`src/rtl/ide_xfer_sequencer.sv`:
```
// ide_xfer_sequencer
//   Hardware sequencer that sits between the AVR SRAM-style bus and the IDE
//   interface register/buffer port. It runs multi-block PIO/DMA data phases.
//   For each block it programs iopos/iotarget/iocontrol/status, polls the
//   interface flags until the block completes, and acknowledges the block.
//   It then asks firmware for a buffer refill or finishes the command. The
//   IDE port is shared between the CPU and the sequencer's own bus cycles.
//
//   Configuration macro: IDE_SEQ_DMA_EN. When it is defined, CTRL.DMA is
//   stored and selects DMA in iocontrol. When it is undefined, DMA is tied
//   to 0 and only PIO sequences are possible.
//
// Ports
//   clk, rst                  clock, synchronous active-high reset
//   cpu_a/cpu_d_in/cpu_d_out  CPU address, write data, combinational read data
//   cpu_cs/cpu_oe/cpu_we      CPU strobes
//   cpu_wait, cpu_irq         CPU stall and interrupt
//   ide_a/ide_d_out/ide_d_in  IDE port address, write data, read data
//   ide_cs/ide_oe/ide_we      IDE port strobes
//   ide_wait, ide_irq         IDE port stall and interrupt
module ide_xfer_sequencer #(
    parameter logic [7:0] FINAL_STATUS_DEF = 8'h50,
    parameter logic [7:0] XFER_STATUS      = 8'h58
) (
    input  logic       clk,
    input  logic       rst,
    input  logic [9:0] cpu_a,
    input  logic [7:0] cpu_d_in,
    output logic [7:0] cpu_d_out,
    input  logic       cpu_cs,
    input  logic       cpu_oe,
    input  logic       cpu_we,
    output logic       cpu_wait,
    output logic       cpu_irq,
    output logic [9:0] ide_a,
    output logic [7:0] ide_d_out,
    output logic       ide_cs,
    output logic       ide_oe,
    output logic       ide_we,
    input  logic [7:0] ide_d_in,
    input  logic       ide_wait,
    input  logic       ide_irq
);

    typedef enum logic [3:0] {
        S_IDLE, S_SET_POS, S_SET_TGT, S_SET_CTL, S_SET_STAT,
        S_POLL, S_GAP, S_ACK, S_STOP, S_FILL, S_FINAL
    } state_t;

    state_t     st_q, st_d;
    logic       dir_q, dir_d, dma_q, dma_d, ien_q, ien_d;
    logic [7:0] blklen_q, blklen_d, blkcnt_q, blkcnt_d, endst_q, endst_d;
    logic       busy_q, busy_d, fill_q, fill_d, done_q, done_d;
    logic       aborted_q, aborted_d;
    logic       abrt_q, abrt_d;            // current sequence is being aborted
    logic       hit_data_q, hit_data_d;    // last poll saw the data flag
    logic       hit_rst_q, hit_rst_d;      // last poll saw hrst/srst
    // Sequencer-side bus cycle, registered alongside the state it belongs to
    logic       bus_cs_q, bus_cs_d, bus_oe_q, bus_oe_d, bus_we_q, bus_we_d;
    logic [2:0] bus_a_q, bus_a_d;
    logic [7:0] bus_d_q, bus_d_d;

    logic seq_sel, seq_wr, cpu_ide, go_p, abort_p, cont_p;

    assign seq_sel = ~cpu_a[9] & cpu_a[4];
    assign seq_wr  = cpu_cs & cpu_we & seq_sel;
    assign cpu_ide = cpu_cs & (cpu_oe | cpu_we) & ~seq_sel;
    assign go_p    = seq_wr & (cpu_a[3:0] == 4'h0) & cpu_d_in[0];
    assign abort_p = seq_wr & (cpu_a[3:0] == 4'h0) & cpu_d_in[4];
    assign cont_p  = seq_wr & (cpu_a[3:0] == 4'h0) & cpu_d_in[5];

    always_comb begin
        st_d       = st_q;
        dir_d      = dir_q;
        dma_d      = dma_q;
        ien_d      = ien_q;
        blklen_d   = blklen_q;
        blkcnt_d   = blkcnt_q;
        endst_d    = endst_q;
        busy_d     = busy_q;
        fill_d     = fill_q;
        done_d     = done_q;
        aborted_d  = aborted_q;
        abrt_d     = abrt_q;
        hit_data_d = hit_data_q;
        hit_rst_d  = hit_rst_q;
        bus_cs_d   = 1'b0;
        bus_oe_d   = 1'b0;
        bus_we_d   = 1'b0;
        bus_a_d    = '0;
        bus_d_d    = '0;

        // CPU writes to the sequencer registers
        if (seq_wr) begin
            case (cpu_a[3:0])
                4'h0: begin
                    dir_d = cpu_d_in[1];
                    ien_d = cpu_d_in[3];
`ifdef IDE_SEQ_DMA_EN
                    dma_d = cpu_d_in[2];
`else
                    dma_d = 1'b0;
`endif
                end
                4'h1: blklen_d = cpu_d_in;
                4'h2: blkcnt_d = cpu_d_in;
                4'h3: begin
                    if (cpu_d_in[2]) done_d    = 1'b0;
                    if (cpu_d_in[3]) aborted_d = 1'b0;
                end
                4'h4: endst_d = cpu_d_in;
                default: ;
            endcase
        end

        // Sequencer state updates take priority over a same-cycle CPU write
        if (abort_p && st_q != S_IDLE) begin
            st_d      = S_STOP;
            abrt_d    = 1'b1;
            aborted_d = 1'b1;
            fill_d    = 1'b0;
        end else begin
            case (st_q)
                S_IDLE: begin
                    if (go_p && !abort_p) begin
                        if (blkcnt_q != 8'h00) begin
                            st_d   = S_SET_POS;
                            busy_d = 1'b1;
                        end else begin
                            st_d = S_FINAL;
                        end
                    end
                end
                S_SET_POS:  st_d = S_SET_TGT;
                S_SET_TGT:  st_d = S_SET_CTL;
                S_SET_CTL:  st_d = S_SET_STAT;
                S_SET_STAT: st_d = S_POLL;
                S_POLL: begin
                    if (!ide_wait) begin
                        st_d       = S_GAP;
                        hit_data_d = ide_d_in[5];
                        hit_rst_d  = ide_d_in[3] | ide_d_in[2];
                    end
                end
                S_GAP: begin
                    // A drive reset invalidates the block even if data is flagged
                    if (hit_rst_q) begin
                        st_d      = S_STOP;
                        abrt_d    = 1'b1;
                        aborted_d = 1'b1;
                    end else if (hit_data_q) begin
                        st_d = S_ACK;
                    end else begin
                        st_d = S_POLL;
                    end
                end
                S_ACK: begin
                    if (blkcnt_d != 8'h00) blkcnt_d = blkcnt_d - 8'd1;
                    st_d = S_STOP;
                end
                S_STOP: begin
                    if (abrt_q) begin
                        st_d   = S_IDLE;
                        busy_d = 1'b0;
                        abrt_d = 1'b0;
                    end else if (blkcnt_q != 8'h00) begin
                        st_d   = S_FILL;
                        fill_d = 1'b1;
                    end else begin
                        st_d = S_FINAL;
                    end
                end
                S_FILL: begin
                    if (cont_p) begin
                        st_d   = S_SET_POS;
                        fill_d = 1'b0;
                    end
                end
                S_FINAL: begin
                    st_d   = S_IDLE;
                    done_d = 1'b1;
                    busy_d = 1'b0;
                end
                default: st_d = S_IDLE;
            endcase
        end

        // Bus cycle for the state being entered
        case (st_d)
            S_SET_POS:  begin bus_cs_d = 1'b1; bus_we_d = 1'b1; bus_a_d = 3'd3; end
            S_SET_TGT:  begin bus_cs_d = 1'b1; bus_we_d = 1'b1; bus_a_d = 3'd5; bus_d_d = blklen_d; end
            S_SET_CTL:  begin bus_cs_d = 1'b1; bus_we_d = 1'b1; bus_a_d = 3'd2;
                              bus_d_d = {5'b0, dma_d, ~dma_d, dir_d}; end
            S_SET_STAT: begin bus_cs_d = 1'b1; bus_we_d = 1'b1; bus_a_d = 3'd0; bus_d_d = XFER_STATUS; end
            S_POLL:     begin bus_cs_d = 1'b1; bus_oe_d = 1'b1; bus_a_d = 3'd6; end
            S_ACK:      begin bus_cs_d = 1'b1; bus_we_d = 1'b1; bus_a_d = 3'd6; bus_d_d = 8'h20; end
            S_STOP:     begin bus_cs_d = 1'b1; bus_we_d = 1'b1; bus_a_d = 3'd2; end
            S_FINAL:    begin bus_cs_d = 1'b1; bus_we_d = 1'b1; bus_a_d = 3'd0; bus_d_d = endst_d; end
            default: ;
        endcase
    end

    always_ff @(posedge clk) begin
        if (rst) begin
            st_q       <= S_IDLE;
            dir_q      <= 1'b0;
            dma_q      <= 1'b0;
            ien_q      <= 1'b0;
            blklen_q   <= '0;
            blkcnt_q   <= '0;
            endst_q    <= FINAL_STATUS_DEF;
            busy_q     <= 1'b0;
            fill_q     <= 1'b0;
            done_q     <= 1'b0;
            aborted_q  <= 1'b0;
            abrt_q     <= 1'b0;
            hit_data_q <= 1'b0;
            hit_rst_q  <= 1'b0;
            bus_cs_q   <= 1'b0;
            bus_oe_q   <= 1'b0;
            bus_we_q   <= 1'b0;
            bus_a_q    <= '0;
            bus_d_q    <= '0;
        end else begin
            st_q       <= st_d;
            dir_q      <= dir_d;
            dma_q      <= dma_d;
            ien_q      <= ien_d;
            blklen_q   <= blklen_d;
            blkcnt_q   <= blkcnt_d;
            endst_q    <= endst_d;
            busy_q     <= busy_d;
            fill_q     <= fill_d;
            done_q     <= done_d;
            aborted_q  <= aborted_d;
            abrt_q     <= abrt_d;
            hit_data_q <= hit_data_d;
            hit_rst_q  <= hit_rst_d;
            bus_cs_q   <= bus_cs_d;
            bus_oe_q   <= bus_oe_d;
            bus_we_q   <= bus_we_d;
            bus_a_q    <= bus_a_d;
            bus_d_q    <= bus_d_d;
        end
    end

    // Port arbitration: the sequencer owns any cycle it has a bus cycle for.
    // Everything is held quiet while rst is high so a reset landing mid-block
    // never writes the interface.
    always_comb begin
        ide_a     = '0;
        ide_d_out = '0;
        ide_cs    = 1'b0;
        ide_oe    = 1'b0;
        ide_we    = 1'b0;
        cpu_wait  = 1'b0;
        if (!rst) begin
            if (bus_cs_q) begin
                ide_a     = {7'b0, bus_a_q};
                ide_d_out = bus_d_q;
                ide_cs    = 1'b1;
                ide_oe    = bus_oe_q;
                ide_we    = bus_we_q;
                cpu_wait  = cpu_ide;
            end else if (cpu_ide) begin
                ide_a     = cpu_a;
                ide_d_out = cpu_d_in;
                ide_cs    = 1'b1;
                ide_oe    = cpu_oe;
                ide_we    = cpu_we;
                cpu_wait  = ide_wait;
            end
        end
    end

    always_comb begin
        cpu_d_out = ide_d_in;
        if (seq_sel) begin
            case (cpu_a[3:0])
                4'h0:    cpu_d_out = {5'b0, ien_q, dma_q, dir_q};
                4'h1:    cpu_d_out = blklen_q;
                4'h2:    cpu_d_out = blkcnt_q;
                4'h3:    cpu_d_out = {4'b0, aborted_q, done_q, fill_q, busy_q};
                4'h4:    cpu_d_out = endst_q;
                default: cpu_d_out = '0;
            endcase
        end
    end

    assign cpu_irq = ~rst & ((ide_irq & ~busy_q) | (ien_q & (fill_q | done_q | aborted_q)));

endmodule
```
`config.mk`:
```
export PLATFORM = sky130hd
export DESIGN_NAME = ide_xfer_sequencer
export DESIGN_NICKNAME = d
export VERILOG_FILES = /design/src/rtl/ide_xfer_sequencer.sv
export SDC_FILE = /design/constraint.sdc
export NUM_CORES = 1
export LEC_CHECK = 0
export BUFFER_PORTS_ARGS = -buffer_cell sky130_fd_sc_hd__buf_4
export CORE_MARGIN = 1
export CORE_UTILIZATION = 55
export DETAILED_ROUTE_END_ITERATION = 8
export GPL_ROUTABILITY_DRIVEN = 0
export GPL_TIMING_DRIVEN = 0
export PLACE_DENSITY = 0.86
export SLEW_MARGIN = 0
export SYNTH_ARGS = -nofsm -noshare
export SYNTH_HDL_FRONTEND = slang
export SYNTH_SLANG_ARGS = --single-unit
```
`constraint.sdc`:
```
create_clock -name clk -period 4.6 [get_ports clk]
set_input_delay 0.23 -clock clk [delete_from_list [all_inputs] [get_ports clk]]
set_output_delay 0.23 -clock clk [all_outputs]
set_load 0.02 [all_outputs]
```
Word level (Yosys, flattened, before mapping)
Index checks and enable logic that the tools add are counted.

word-level totals
  input port bits = 33
  output and inout port bits = 31
  register bits after elaboration = 52
  logic and storage cells = 163

cells by class
  equality and inequality tests = 29
  add/subtract/negate cells = 1
  bitwise logic cells = 24
  muxes and demuxes = 69
  reductions and logical operators = 21

operators with widths
  cell                                                                 count
  8-bit two-way mux                                                    13
  8-bit one-hot mux with 5 select lines                                2
  4-bit one-hot mux with 10 select lines                               1
  1-bit two-way mux                                                    37
  4-bit by 3-bit == test with 1-bit output (second input constant)     8
  10-bit two-way mux                                                   3
  4-bit two-way mux                                                    7
  4-bit by 2-bit == test with 1-bit output (second input constant)     6
  4-bit == test (second input constant)                                5
  8-bit nonzero test                                                   2
  1-bit AND                                                            12
  4-bit by 1-bit == test with 1-bit output (second input constant)     3
  2-bit inequality test (second input constant)                        6
  3-bit one-hot mux with 4 select lines                                1
  4-bit logical NOT                                                    2
  8-bit OR reduction                                                   1
  8-bit by 1-bit subtractor with 8-bit output (second input constant)  1
  1-bit NOT                                                            7
  7-bit OR reduction                                                   1
  3-bit nonzero test                                                   2
  2-bit OR reduction                                                   3
  1-bit OR                                                             5
  5-bit AND reduction                                                  1
  2-bit two-way mux                                                    2
  other kinds (10)                                                     13

Depth between registers and ports, before layout
  depth after elaboration = 13
  depth in mapped cells = 10
  gate-level depth less buffers = 8

Worst setup path before layout
OpenSTA, ideal clock, no wires.

  path kind = input to register
  start = in cpu_a[0]
  end = reg blkcnt_q[4]
  slack = 2213 ps
  setup time = 74 ps
  stages = 9
  required time = 4526 ps
  arrival = 2313 ps
  path buffers = 2
  path through = buf_2 > or4b_1 > buf_2 > o21ai_0 > and2_1 > ha_1 > nand4_1 > or4_1 > a31oi_1

between the ends
  longest elaborated chain between the ends = 7
  elaborated cells between the ends (all ways) = 12
  classes of those cells = add/sub (1); eq/ne (1); mux (5); bitwise (2); reduce/logical (3)

ends and longest elaborated chain
  item                                                                               RTL line  source
  from (decl)                                                                        27        input logic [9:0] cpu_a,
  4-bit by 2-bit == test with 1-bit output                                           95        case (cpu_a[3:0])
  8-bit two-way mux                                                                  95
  8-bit two-way mux                                                                  94        if (seq_wr) begin
  8-bit by 1-bit subtractor with 8-bit output or 8-bit nonzero test (tied branches)  158       if (blkcnt_d != 8'h00) blkcnt_d = blkcnt_d - 8'd1;
  8-bit two-way mux                                                                  158
  8-bit two-way mux                                                                  123       case (st_q)
  8-bit two-way mux (*)                                                              117       if (abort_p && st_q != S_IDLE) begin
  to (signal assigned)                                                               230       blkcnt_q <= blkcnt_d;
  to (decl)                                                                          52        logic [7:0] blklen_q, blklen_d, blkcnt_q, blkcnt_d, endst_q, endst_d;

Every way passes the cells marked *; elsewhere a longest branch is shown, timed or not.
A chain may end at the register's enable or synchronous reset.

Final worst setup path
  start = reg st_q[0]
  end = reg bus_d_q[4]

between the ends
  longest elaborated chain between the ends = 5
  elaborated cells between the ends (all ways) = 23
  classes of those cells = eq/ne (14); mux (6); reduce/logical (3)

ends and longest elaborated chain
  item                                                                         RTL line  source
  from (decl)                                                                  50        state_t st_q, st_d;
  from (signal assigned)                                                       225       st_q <= st_d;
  4-bit == test (tied with other cells)                                        123
  4-bit one-hot mux with 10 select lines or 1-bit logical AND (tied branches)  123, 117
  4-bit two-way mux (*)                                                        117
  4-bit == test (tied with other cells)                                        189       case (st_d)
  8-bit one-hot mux with 5 select lines (*)                                    189
  to (signal assigned)                                                         243       bus_d_q <= bus_d_d;
  to (decl)                                                                    61        logic [7:0] bus_d_q, bus_d_d;

Marked as above.

==> out/qor.csv <==
metric,value,unit
outcome,"complete, no violations",
leakage,0.001519,µW
grt_pass1_wl,15.93,mm
critPathTopFamily,simple AND/OR/NAND/NOR gates,
die-area,6270,µm²
ys_seq_area_frac,0.3177,
finalHoldViolCount,0,
final.setup.tns,0,ps
drive_gt1_frac,0.1735,
cts_sinks,52,
seqPwrFrac,0.531,
most-common-layout-cells,"nor2_1 (72), buf_4 (59), dfxtp_1 (52)",
fmax,382.3,MHz
finalNetCount,524,
grt_max_degree,17,
arrival,2840,ps
combPwrFrac,0.153,
p_clk_frac,0.316,
fill_cells,489,
swShare,0.2842,
power.internal,609.4,µW
ant_nets,0,
antenna_found_initial,0,
endpoint_kind,register,
grt_pass1_vias,3298,
dp_hpwl,7.633,mm
async_reset_ff_frac,0,
wl_per_cell,18.20,µm
vias,3652,
port_buffers,56,
insertedDiodeCount,0,
slew_violations,0,
finalSetupViolations,0,
period_minus_slack,2616,ps
worstPathRequired,4830,ps
htreeDepth,2,
cts_hold_buf,0,
finClkSkew,7.826,ps
dp_cells,554,
syn_nets,461,
fin_area,3876,µm²
die_w,79.19,µm
synth_edf_count,0,
cp_cell_sequence,buf_6 > or4_1 > and4_1 > buf_6 > a21oi_1 > nand2_1 > or3_1 > a31oi_1,
remaining_drc_errors,0,
cap_viol_max_count,0,
hp-class,in2reg,
start_util,0.5843,
cts_buffer_depth,2,
num_rows,27,
synth_top_area_cell,dfxtp_1,
final_cells,562,
synth_ff_type,dfxtp_1,
multi_input_area,2054,µm²
avgSynthCellArea,7.692,µm²
cts_tree,yes,
peakVddDrop,0.1447,mV
p_switching,241.9,µW
root_buffer,clkbuf_8,
cts_buffers,5,
slowest_stage,or4_1,
core_area,5608,µm²
insertion_delay,310,ps
cpPeakStageDelay,530,ps
yosysTopAreaCellShare,0.3177,
worstSetupStartpointType,register,
cts_setup_buffers,0,
postCtsResizedCells,0,
netlist_instances,426,
clk_pin_slew,100,ps
synth-seq-cells,52,
placed_cell_area,3787,µm²
post-route-period-util,0.5687,
first_pass_iters,9,
grt.overflow.total,0,
viasPerCell,6.498,
ys_warn_count,0,
syn_area,3277,µm²
cp_max_fo,10,
syn_to_final_growth,18.29,%
dieHeight,79.19,µm
cp_common_cell,buf_6,
timing.max_slew.rel_slack,0.2118,
drt-total-wl,10.23,mm
p_per_area,219.6,nW/µm²
rsz0062_at_grt,false,
grt.total_usage,0.3291,
ys_types,64,
regArea,1041,µm²
path_buf_inv,2,
criticalPathCategory,reg2reg,
layout_commonest_cell,nor2_1,
worstMarginPinSlew,1171,ps
synthTopCellsByArea,"dfxtp_1 (32%), nor2_1 (8.2%), mux2i_1 (6.1%), a21oi_1 (4.6%), nand2_1 (3.6%)",
first_iter_violations,447,
ios,64,
==> logic make-up after synthesis <==
group | synth area share
DFF | 0.3177
muxes | 0.06453
buffers and inverters | 0.05537
xor gates and xnor gates | 0.01337
and+or+nand+nor | 0.3379
adders and majority gates | 0.007635
AOI/OAI and AO/OA | 0.2035
==> registers in the layout, indices dropped and copies added (netlist names), 3 cells and up <==
name,count
endst_q,8
blkcnt_q,8
bus_d_q,8
blklen_q,8
st_q,4
bus_a_q,3
==> worst paths after layout <==
check,start,endpoint,slack (ps),depth (start not counted)
hold reg to reg,dma_q,dma_q,480,2
setup / recovery,st_q[0],bus_d_q[4],1980,8
setup reg to reg,st_q[0],bus_d_q[4],1980,8
hold / removal,ide_d_in[5],hit_data_q,160,3
==> layer usage <==
metal	global-route usage	part of all wire
met1	0.4109	0.40
met2	0.5095	0.44
met3	0.07701	0.12
met4	0.2036	0.045
met5	0	0
==> power groups by stage <==
stage | clock [µW] | combinational (µW) | sequential (µW)
after global placement | 0 | 125 | 462
after CTS | 266 | 127 | 452
after floorplan | 0 | 68.2 | 462
after global routing | 280 | 138 | 452
after detailed placement | 0 | 127 | 462
final | 269 | 130 | 452
==> per-stage QoR <==
step / utilization / setup slack, ps / hold slack [ps] / total power [µW]
after floorplan: - / 2213 / 368.6 / 530.0
after global placement: 0.6754 / 1873 / 453.9 / 586.7
after detailed placement: 0.6754 / 1857 / 462.3 / 588.7
after CTS: 0.6912 / 2006 / 173.1 / 844.7
after global routing: 0.6912 / 1787 / 181.6 / 869.9
final: 0.6912 / 1984 / 162.1 / 851.2
==> area by class of cell <==
cell class	count	area share
multi-input cells	336	0.5300
flip-flops and latches	52	0.2686
repair buffers	56	0.1085
plain buffers	31	0.04003
well taps	72	0.02324
clock buffers	6	0.01872
inverters	7	0.006779
clock inverters	2	0.004196
==> cell usage after synthesis, types with 3 or more instances <==
library cell  number
nor2_1            72
dfxtp_1           52
nand2_1           31
a21oi_1           30
mux2i_1           20
clkbuf_1          19
nand3_1           18
o21ai_0           17
nor3_1            11
and3_1            10
a21o_1             8
a222oi_1           8
a31oi_1            8
and2_1             8
nand3b_1           8
inv_1              7
nor4_1             7
or3_1              7
nand4_1            6
a211oi_1           4
a22oi_1            4
buf_2              4
a21boi_0           3
buf_4              3
buf_6              3
nand2b_1           3
o21a_1             3
o21ai_1            3
xor2_1             3
==> worst reg2reg max path, stage by stage (launching register included) <==
cell and delay, ps:
dfxtp_1 320, buf_6 130, or4_1 530, and4_1 230
buf_6 130, a21oi_1 310, nand2_1 260, or3_1 410
a31oi_1 230
Power figures use the tool's default switching activity.
